`src/rtl/memory_game_pkg.sv`:
```
// Shared types and helpers for the memory game sequencer.
package memory_game_pkg;
  typedef enum logic [2:0] {
    ST_IDLE  = 3'd0,
    ST_GEN   = 3'd1,
    ST_SHOW  = 3'd2,
    ST_GAP   = 3'd3,
    ST_INPUT = 3'd4,
    ST_DONE  = 3'd5
  } state_e;

  localparam int         SCORE_MAX = 99;
  localparam int         DIGITS    = 10;
  localparam logic [7:0] LFSR_TAPS = 8'hB8;

  // Out-of-range digits map to all-zero.
  function automatic logic [DIGITS-1:0] digit_onehot(input logic [3:0] dg);
    logic [DIGITS-1:0] one;
    one = DIGITS'(1);
    return one << dg;
  endfunction

  function automatic logic [6:0] sat_inc(input logic [6:0] c);
    return (c >= 7'(SCORE_MAX)) ? c : c + 7'd1;
  endfunction
endpackage

```
`src/rtl/lfsr_digit_gen.sv`:
```
// Free-running 8-bit Galois LFSR folded to a decimal digit 0..9.
module lfsr_digit_gen #(
  parameter logic [7:0] SEED = 8'hA5
) (
  input  logic       clk,
  input  logic       rst,
  output logic [3:0] digit
);
  import memory_game_pkg::*;

  logic [7:0] lfsr_q, lfsr_d;

  always_comb lfsr_d = {1'b0, lfsr_q[7:1]} ^ (lfsr_q[0] ? LFSR_TAPS : 8'h00);

  always_ff @(posedge clk) begin
    if (rst) lfsr_q <= SEED;
    else     lfsr_q <= lfsr_d;
  end

  assign digit = (lfsr_q[3:0] >= 4'd10) ? lfsr_q[3:0] - 4'd10 : lfsr_q[3:0];
endmodule

```
`src/rtl/memory_game_round_ctrl.sv`:
```
// Memory game round sequencer: generate, play out, score, and advance stages.
module memory_game_round_ctrl #(
  parameter int         START_LEN  = 3,
  parameter int         MAX_LEN    = 10,
  parameter int         SHOW_TICKS = 2,
  parameter int         GAP_TICKS  = 1,
  parameter logic [7:0] LFSR_SEED  = 8'hA5
) (
  input  logic       clk,
  input  logic       resetn,
  input  logic       tick,
  input  logic       start_p,
  input  logic       enter_p,
  input  logic       next_p,
  input  logic [9:0] sw,
  output logic [9:0] led,
  output logic       we,
  output logic [3:0] wn,
  output logic [9:0] d,
  output logic [2:0] phase,
  output logic [3:0] stage_len,
  output logic [6:0] correct,
  output logic [6:0] incorrect,
  output logic       busy
);
  import memory_game_pkg::*;

  state_e            state_q, state_d;
  logic [3:0]        idx_q, idx_d, len_q, len_d;
  logic [7:0]        tcnt_q, tcnt_d;
  logic [6:0]        cor_q, cor_d, inc_q, inc_d;
  logic [3:0]        seq_q [MAX_LEN];
  logic [3:0]        digit, seq_rd;
  logic [DIGITS-1:0] shown;
  logic              last;
  logic [9:0]        led_q, led_d, d_q, d_d;
  logic [3:0]        wn_q, wn_d;
  logic              we_q, we_d, busy_q, busy_d;

  lfsr_digit_gen #(.SEED(LFSR_SEED)) u_lfsr (.clk(clk), .rst(resetn), .digit(digit));

  always_comb begin
    state_d = state_q;
    idx_d   = idx_q;
    len_d   = len_q;
    tcnt_d  = tcnt_q;
    cor_d   = cor_q;
    inc_d   = inc_q;
    last    = (idx_q == len_q - 4'd1);
    if (start_p) begin
      state_d = ST_GEN;
      idx_d   = '0;
      len_d   = 4'(START_LEN);
      tcnt_d  = '0;
      cor_d   = '0;
      inc_d   = '0;
    end else begin
      case (state_q)
        ST_GEN: begin
          if (last) begin
            idx_d   = '0;
            tcnt_d  = '0;
            state_d = ST_SHOW;
          end else idx_d = idx_q + 4'd1;
        end
        ST_SHOW: if (tick) begin
          if (tcnt_q == 8'(SHOW_TICKS - 1)) begin
            tcnt_d  = '0;
            state_d = ST_GAP;
          end else tcnt_d = tcnt_q + 8'd1;
        end
        ST_GAP: if (tick) begin
          if (tcnt_q == 8'(GAP_TICKS - 1)) begin
            tcnt_d = '0;
            if (last) begin
              idx_d   = '0;
              state_d = ST_INPUT;
            end else begin
              idx_d   = idx_q + 4'd1;
              state_d = ST_SHOW;
            end
          end else tcnt_d = tcnt_q + 8'd1;
        end
        ST_INPUT: if (enter_p) begin
          if (sw == digit_onehot(seq_q[idx_q])) cor_d = sat_inc(cor_q);
          else                                  inc_d = sat_inc(inc_q);
          if (last) begin
            idx_d   = '0;
            state_d = ST_DONE;
          end else idx_d = idx_q + 4'd1;
        end
        ST_DONE: if (next_p) begin
          len_d   = (len_q < 4'(MAX_LEN)) ? len_q + 4'd1 : len_q;
          idx_d   = '0;
          state_d = ST_GEN;
        end
        default: ;
      endcase
    end
  end

  // A one-digit stage enters SHOW on the same edge seq[0] is written; forward it.
  always_comb begin
    seq_rd = (state_q == ST_GEN && idx_d == idx_q) ? digit : seq_q[idx_d];
    shown  = digit_onehot(seq_rd);
    we_d   = (state_d == ST_SHOW);
    d_d    = we_d ? shown : '0;
    led_d  = we_d ? shown : ((state_d == ST_INPUT) ? sw : '0);
    wn_d   = we_d ? idx_d : wn_q;
    busy_d = (state_d == ST_GEN) || (state_d == ST_SHOW) || (state_d == ST_GAP);
  end

  always_ff @(posedge clk) begin
    if (!resetn && !start_p && state_q == ST_GEN) seq_q[idx_q] <= digit;
  end

  always_ff @(posedge clk) begin
    if (resetn) begin
      state_q <= ST_IDLE;
      idx_q   <= '0;
      len_q   <= 4'(START_LEN);
      tcnt_q  <= '0;
      cor_q   <= '0;
      inc_q   <= '0;
      led_q   <= '0;
      we_q    <= 1'b0;
      wn_q    <= '0;
      d_q     <= '0;
      busy_q  <= 1'b0;
    end else begin
      state_q <= state_d;
      idx_q   <= idx_d;
      len_q   <= len_d;
      tcnt_q  <= tcnt_d;
      cor_q   <= cor_d;
      inc_q   <= inc_d;
      led_q   <= led_d;
      we_q    <= we_d;
      wn_q    <= wn_d;
      d_q     <= d_d;
      busy_q  <= busy_d;
    end
  end

  assign phase     = state_q;
  assign stage_len = len_q;
  assign correct   = cor_q;
  assign incorrect = inc_q;
  assign led       = led_q;
  assign we        = we_q;
  assign wn        = wn_q;
  assign d         = d_q;
  assign busy      = busy_q;
endmodule

```
`config.mk`:
```
export PLATFORM = sky130hd
export DESIGN_NAME = memory_game_round_ctrl
export DESIGN_NICKNAME = d
export VERILOG_FILES = /design/src/rtl/memory_game_pkg.sv /design/src/rtl/lfsr_digit_gen.sv /design/src/rtl/memory_game_round_ctrl.sv
export SDC_FILE = /design/constraint.sdc
export NUM_CORES = 1
export LEC_CHECK = 0
export CAP_MARGIN = 20
export CORE_MARGIN = 8
export CORE_UTILIZATION = 45
export DETAILED_ROUTE_END_ITERATION = 8
export HOLD_SLACK_MARGIN = 0.05
export PLACE_DENSITY = 0.71
export RECOVER_POWER = 100
export SYNTH_ARGS = -nofsm -noshare
export SYNTH_HDL_FRONTEND = slang
export SYNTH_SLANG_ARGS = --single-unit
```
`constraint.sdc`:
```
create_clock -name clk -period 4.2 [get_ports clk]
set_input_delay 0.84 -clock clk [delete_from_list [all_inputs] [get_ports clk]]
set_output_delay 0.84 -clock clk [all_outputs]
set_load 0.05 [all_outputs]
```
==> impl_metrics.py, run 1 <==
metrics = {
    "finish": {
        "area_growth_pct": 19.3,
        "final_area_sq_um": 6510,
        "final_util_pct": 54.6,
        "insertedDiodeCount": 0,
        "layout.nets": 635,
        "layout.cells.non_filler": 759,
        "drive_above_1_share_pct": 8.01,
        "nFillCells": 1082,
    },
    "clock_tree": {
        "insertion_delay_ns": 0.35,
        "clk_path_buf_depth": 2,
        "cts_buffers": 9,
        "postCtsResizedCells": 0,
        "clkTransAtPathRegs_ns": 0.07,
        "hold_buffers": 0,
        "cts_root_buffer": "clkbuf_16",
        "cts_tree": "done",
        "clock-sinks": 107,
        "cts_setup_buffers": 0,
        "htreeDepth": 3,
    },
    "logic_synthesis": {
        "synth_cell_type_count": 70,
        "synth_edf_count": 40,
        "yosys_warnings": 0,
        "synth_area_leaders": "dfxtp_1 (25%), edfxtp_1 (22%), mux2i_1 (8.1%)",
        "synthTopCellsByCount": "dfxtp_1 (67), nor2_1 (60), nand2_1 (45)",
        "avgSynthCellArea_sq_um": 10.1,
        "synthesis.nets": 569,
        "syn_inst": 541,
        "yosys.area.top_type_share_pct": 24.6,
        "netlist_area_sq_um": 5460,
        "ys_ff_latch": 107,
        "yosysMostFrequentCell": "dfxtp_1",
        "synth_ff_type": "dfxtp_1",
        "yosys.area.top_type": "dfxtp_1",
        "synthArstFlopShare_pct": 0,
        "yosysSeqAreaShare_pct": 46.6,
    },
    "placement": {
        "hpwl_mm": 9.79,
        "dp_cells": 743,
        "finalWeightedCongestion": 0.914,
        "place_area_sq_um": 6280,
        "port_buffers": 62,
    },
    "global_route": {
        "grt_pass1_vias": 4003,
        "grt_max_degree": 22,
        "overflow": 0,
        "grt.total_usage_pct": 16.5,
        "grt_pass1_wl_mm": 21.0,
        "antenna_found_initial": 0,
    },
    "sta": {
        "period_minus_slack_ns": 3.70,
        "worst_pin_slew_ns": 0.987,
        "final-max-slew-violation-count": 0,
        "max_freq_mhz": 270,
        "fin_worst_skew_ns": 0.00940,
        "setup_violations": 0,
        "relSlewSlack_pct": 34.2,
        "period_share_pct": 88.2,
        "finalHoldViolations": 0,
        "rsz0062_at_grt": "no",
    },
    "worst_setup_path": {
        "worstPathArrival_ns": 3.96,
        "startpoint_type": "input pin",
        "crit_path_frequent_cell": "o21ai_0",
        "cpMaxStageDelayCell": "clkdlybuf4s50_1",
        "cp_cell_sequence": "clkdlybuf4s50_1 -> and2_0 -> a31o_2 -> o21ai_0 -> buf_4 -> nor2b_1 -> a22oi_1 -> o21ai_0 -> o221ai_1 -> o21ai_0 -> or2_2 -> nor3_1",
        "worstPathMaxFanout": 6,
        "criticalPathCategory": "input pin to flop",
        "crit_required_ns": 4.46,
        "slowest_delay_ns": 0.50,
        "critPathCaptureType": "flop",
    },
    "floorplan": {
        "placementRows": 40,
        "core_area_sq_um": 11900,
        "io_pins": 63,
        "dieArea_sq_um": 15900,
        "die_y_microns": 126,
        "start_util_pct": 45.8,
        "die_w_microns": 126,
    },
    "drt": {
        "totalWireLength_mm": 13.1,
        "ant_nets": 0,
        "dr_total_vias": 4278,
        "drc": 0,
        "routedWlPerCell_microns": 17.3,
        "routed_via_density": 5.64,
        "drtIter0Drc": 253,
        "drtPass1Iterations": 6,
    },
    "hold_path": {
        "hold_class": "flop to flop",
    },
    "job": {
        "maxCapViolations": 0,
    },
    "pwr": {
        "leakage_nw": 2.60,
        "power_density_nw_per_um2": 325,
        "ir_worst_vdd_uv": 247,
    },
    "run_status": {
        "status": "completed",
    },
}
-- cells in the final DEF (no fill, tap or decap), types with 9 or more instances in the layout --
master | synthesis | layout
xnor2_1 | 12 | 12
mux2i_1 | 44 | 44
inv_1 | 22 | 22
nor2_1 | 60 | 60
clkbuf_16 | 0 | 9
nor2b_1 | 10 | 10
dlygate4sd3_1 | 0 | 49
buf_4 | 2 | 11
nor3_1 | 8 | 9
a21oi_1 | 13 | 13
dfxtp_1 | 67 | 67
o21ai_0 | 30 | 30
ha_1 | 12 | 12
clkdlybuf4s50_1 | 0 | 13
nand3_1 | 12 | 12
edfxtp_1 | 40 | 40
nand2b_1 | 12 | 12
nand2_1 | 45 | 45
-- cell type report --
class                           count  area [sq um]  area share [%]
Timing Repair Buffer               80           742            11.4
Clock inverter                      6          37.5           0.577
Tap cell                          147           184            2.83
Clock buffer                       10           229            3.52
Inverter                           22          82.6            1.27
Sequential cell                   107          2540            39.1
Multi-Input combinational cell    387          2690            41.3
-- flip-flops by register name (all words and copies together), names as in the netlist --
signal	count
seq_q	40
d	10
led	10
tcnt_q	8
u_lfsr.lfsr_q	8
correct	7
incorrect	7
idx_q	4
stage_len	4
wn	4
phase	3
busy	1
we	1
-- per-stage QoR --
step / setup WS [ns] / setup TNS [ns] / power [W] / hold WS (ns)
detailed placement: 0.180 / 0 / 0.00136 / 0.437
global placement: -0.00562 / -0.00562 / 0.00135 / 0.423
global route: 0.205 / 0 / 0.00219 / 0.468
CTS: 0.542 / 0 / 0.00214 / 0.450
finish: 0.497 / 0 / 0.00211 / 0.446
floorplan: 0.722 / 0 / 0.00129 / 0.414
-- critical path: cells and delay by family --
family	cells	cell delay (ns)
and+or+nand+nor	4	0.93
AOI/OAI and AO/OA	6	1.53
buffers and inverters	2	0.67
-- cell families (layout without fill, tap and decap cells) --
group,count (synthesis),count (layout),synth area share [%]
buffers and inverters,47,118,3.81
flip-flops,107,107,46.6
adder cells (fa/ha/maj),12,12,2.75
AO/OA/AOI/OAI,96,96,12.2
AND/OR/NAND/NOR,208,208,20.4
multiplexers,50,50,10.6
XOR/XNOR,21,21,3.65
-- report_power, final --
| part | switching (W) | leakage, nW | total (W) | internal, W |
|---|---|---|---|---|
| sequential | 0.0000173 | 0.903 | 0.00111 | 0.00109 |
| combinational | 0.000131 | 1.56 | 0.000224 | 0.0000936 |
| clock | 0.000374 | 0.138 | 0.000777 | 0.000403 |
-- final timing paths --
path / start / endpoint / cells past startpoint / slack (ns)
setup / recovery: tick / d[8] / 12 / 0.50
hold / removal: u_lfsr.lfsr_q[7] / u_lfsr.lfsr_q[6] / 1 / 0.45
setup reg to reg: stage_len[0] / d[8] / 12 / 0.51
hold reg to reg: u_lfsr.lfsr_q[7] / u_lfsr.lfsr_q[6] / 1 / 0.45
-- layer usage --
layer / part of all wire [%] / up-vias / wire, microns / track usage (%)
met3: 5.3 / 17 / 694 / 4.68
met2: 48 / 127 / 6270 / 27.2
li1: - / 2086 / - / -
met1: 45 / 2048 / 5930 / 20.6
met4: 1.5 / 0 / 201 / 4.95
met5: 0 / - / 0 / 0
Note: power is estimated with default switching activity, not from simulation.
==> inputs of run 2 (changes only) <==
Settings changed: ABC_AREA set to 1.
==> run 2 against run 1 <==
  * Area after synthesis grew 6.7%
  * Global-route usage grew 1.8 points
  * Highest routed layer unchanged
  * Largest power group unchanged
  * Sequential share of layout area shrank 1.9 points
  * Final cell count grew 35%
  * Synthesized cell count grew 45%
  * Largest cell class unchanged
  * The flow now finishes with violations (capacitance limit, slew limit)
  * Worst hold slack lost 0.033 ns
  * Sequential cell count is the same
  * Wire length grew 15%
  * Sequential power is essentially flat
  * Clock-buffer cell count grew 2
==> impl_metrics.py, run 2 <==
metrics = {
    "pwr": {
        "power_density_nw_per_um2": 331,
        "leakage_nw": 3.12,
        "switching_share_pct": 27.6,
        "p_sw_w": 0.000624,
        "p_clk_share_pct": 36.8,
        "ir_worst_vdd_uv": 241,
        "total_power_w": 0.00226,
        "p_int_w": 0.00164,
        "p_comb_share_pct": 14.0,
        "seqPwrFrac_pct": 49.3,
    },
    "drt": {
        "dr_total_vias": 5184,
        "totalWireLength_mm": 15.0,
        "routedWlPerCell_microns": 14.7,
        "ant_nets": 0,
        "routed_via_density": 5.07,
        "drc": 0,
        "drtPass1Iterations": 5,
        "drtIter0Drc": 447,
    },
    "global_route": {
        "grt_max_degree": 29,
        "overflow": 0,
        "grt_pass1_vias": 4766,
        "grt_pass1_wl_mm": 24.1,
        "antenna_found_initial": 0,
        "grt.total_usage_pct": 18.3,
    },
    "logic_synthesis": {
        "avgSynthCellArea_sq_um": 7.44,
        "yosysMostFrequentCell": "nand2_1",
        "yosysSeqAreaShare_pct": 43.7,
        "syn_inst": 782,
        "synthesis.nets": 810,
        "synth_area_leaders": "dfxtp_1 (23%), edfxtp_1 (21%), nand2_1 (13%)",
        "synth_ff_type": "dfxtp_1",
        "synthTopCellsByCount": "nand2_1 (205), inv_1 (91), nor2_1 (85)",
        "synth_edf_count": 40,
        "yosys.area.top_type": "dfxtp_1",
        "synthArstFlopShare_pct": 0,
        "netlist_area_sq_um": 5820,
        "ys_ff_latch": 107,
        "yosys_warnings": 0,
        "yosys.area.top_type_share_pct": 23.0,
        "synth_cell_type_count": 39,
    },
    "finish": {
        "final_util_pct": 54.2,
        "area_growth_pct": 17.4,
        "drive_above_1_share_pct": 5.17,
        "nFillCells": 1239,
        "final_common_cell": "nand2_1",
        "top_register": "seq_q",
        "layout.nets": 874,
        "layout_common_cells": "nand2_1 (209), inv_1 (92), nor2_1 (88)",
        "insertedDiodeCount": 0,
        "largest_reg_flops": 40,
    },
    "run_status": {
        "status": "finished with violations",
        "violations": "capacitance limit, slew limit",
    },
    "clock_tree": {
        "clk_path_buf_depth": 2,
        "clkTransAtPathRegs_ns": 0.07,
        "clock-sinks": 107,
        "cts_tree": "done",
        "hold_buffers": 0,
        "cts_setup_buffers": 0,
        "cts_buffers": 9,
        "cts_root_buffer": "clkbuf_16",
        "postCtsResizedCells": 0,
        "htreeDepth": 3,
        "insertion_delay_ns": 0.35,
    },
    "sta": {
        "relSlewSlack_pct": -5.52,
        "finalHoldViolations": 0,
        "fin_worst_skew_ns": 0.00932,
        "setup_tns_ns": 0,
        "rsz0062_at_grt": "no",
        "finalWorstSetupSlack_ns": 0.875,
        "max_freq_mhz": 301,
        "setup_violations": 0,
        "period_minus_slack_ns": 3.32,
        "period_share_pct": 79.2,
        "whs_ns": 0.413,
        "final-max-slew-violation-count": 12,
        "worst_pin_slew_ns": 1.57,
    },
    "floorplan": {
        "die_w_microns": 130,
        "core_area_sq_um": 12600,
        "placementRows": 41,
        "die_y_microns": 130,
        "dieArea_sq_um": 16800,
        "io_pins": 63,
        "start_util_pct": 46.1,
    },
    "worst_setup_path": {
        "r2r_end": "d[1]",
        "reg2reg_slack_ns": 0.88,
        "startpoint_type": "flop",
        "criticalPathCategory": "flop to flop",
        "crit_required_ns": 4.50,
        "startpoint": "stage_len[0]",
        "r2r_start": "stage_len[0]",
        "critPathCaptureType": "flop",
        "worstPathMaxFanout": 12,
        "reg2reg_depth": 18,
        "endpoint": "d[1]",
        "worstPathArrival_ns": 3.62,
    },
    "job": {
        "maxCapViolations": 1,
    },
    "hold_path": {
        "min_path_cells": 2,
        "hold_class": "flop to flop",
    },
    "placement": {
        "hpwl_mm": 11.5,
        "finalWeightedCongestion": 0.952,
        "post-place-ws_ns": 0.826,
        "port_buffers": 62,
    },
}
run 2: cell count changes after synthesis, moves of 10 or more:
cell      delta
nand2_1    +160
inv_1       +69
nand3_1     +63
mux2i_1     -44
nor2_1      +25
a21oi_1     +24
nand4_1     +22
nand2b_1    -12
inv_2       +10
nand2_2     +10
nor2b_1     -10
run 2: stage by stage:
stage / area [sq um] / instances
CTS: 6890 / 1023
detailed placement: 6600 / 1007
finish: 6840 / 1023
global route: 6840 / 1023
global placement: 6600 / 1007
floorplan: 5820 / 782
run 2: final cells by class:
class	instances	area [sq um]	share of cell area, %
clock buffers	12	258	3.77
repair buffers	71	662	9.68
inverters	102	385	5.64
flip-flops and latches	107	2540	37.2
well taps	172	215	3.15
multi-input cells	555	2740	40.1
clock inverters	4	30.0	0.439
run 2: power groups by stage:
stage,sequential (W),clock (W),combinational (W)
3_5_place_dp,0.00114,0,0.000321
5_1_grt,0.00112,0.000887,0.000354
4_1_cts,0.00111,0.000848,0.000323
3_3_place_gp,0.00114,0,0.000318
6_report,0.00111,0.000831,0.000316
2_1_floorplan,0.00115,0,0.000221
run 2: logic make-up (layout without fill, tap and decap cells):
family,Yosys count,after routing,share of synthesized area [%]
and+or+nand+nor,444,444,34.4
xor gates and xnor gates,21,21,3.48
buffers and inverters,120,189,8.73
AOI/OAI and AO/OA,78,78,7.12
adders and majority gates,12,12,2.58
DFF,107,107,43.7
run 2: critical path, cell delays in order, from the launching register on:
cell and delay (ns):
dfxtp_1 0.41, inv_1 0.14, ha_1 0.34, or2_2 0.29, nand3_1 0.08, nor2_1 0.06, nand2_1 0.21, nand3_1 0.11
nand3_1 0.07, nand2_1 0.25, inv_1 0.30, nand3_1 0.11, nand3_1 0.08, nand3_1 0.11, nand2_1 0.09, nand3_1 0.08
nor2_1 0.30, nand2_1 0.14, inv_1 0.08
run 2: metal layers:
layer  track usage, %  vias up  share of wire (%)
met4             9.63        0                2.9
met1             23.4     2322                 46
li1                 -     2682                  -
met3             3.88       33                6.3
met5                0        -                  0
met2             28.7      147                 45
run 2: how the worst min path moves through the flow:
stage | slack, ns | startpoint | end
floorplan | 0.39 | u_lfsr.lfsr_q[7] | u_lfsr.lfsr_q[6]
global placement | 0.39 | u_lfsr.lfsr_q[7] | u_lfsr.lfsr_q[6]
detailed placement | 0.40 | u_lfsr.lfsr_q[7] | u_lfsr.lfsr_q[6]
CTS | 0.41 | u_lfsr.lfsr_q[7] | u_lfsr.lfsr_q[6]
global route | 0.44 | u_lfsr.lfsr_q[7] | u_lfsr.lfsr_q[6]
finish | 0.41 | u_lfsr.lfsr_q[7] | u_lfsr.lfsr_q[6]
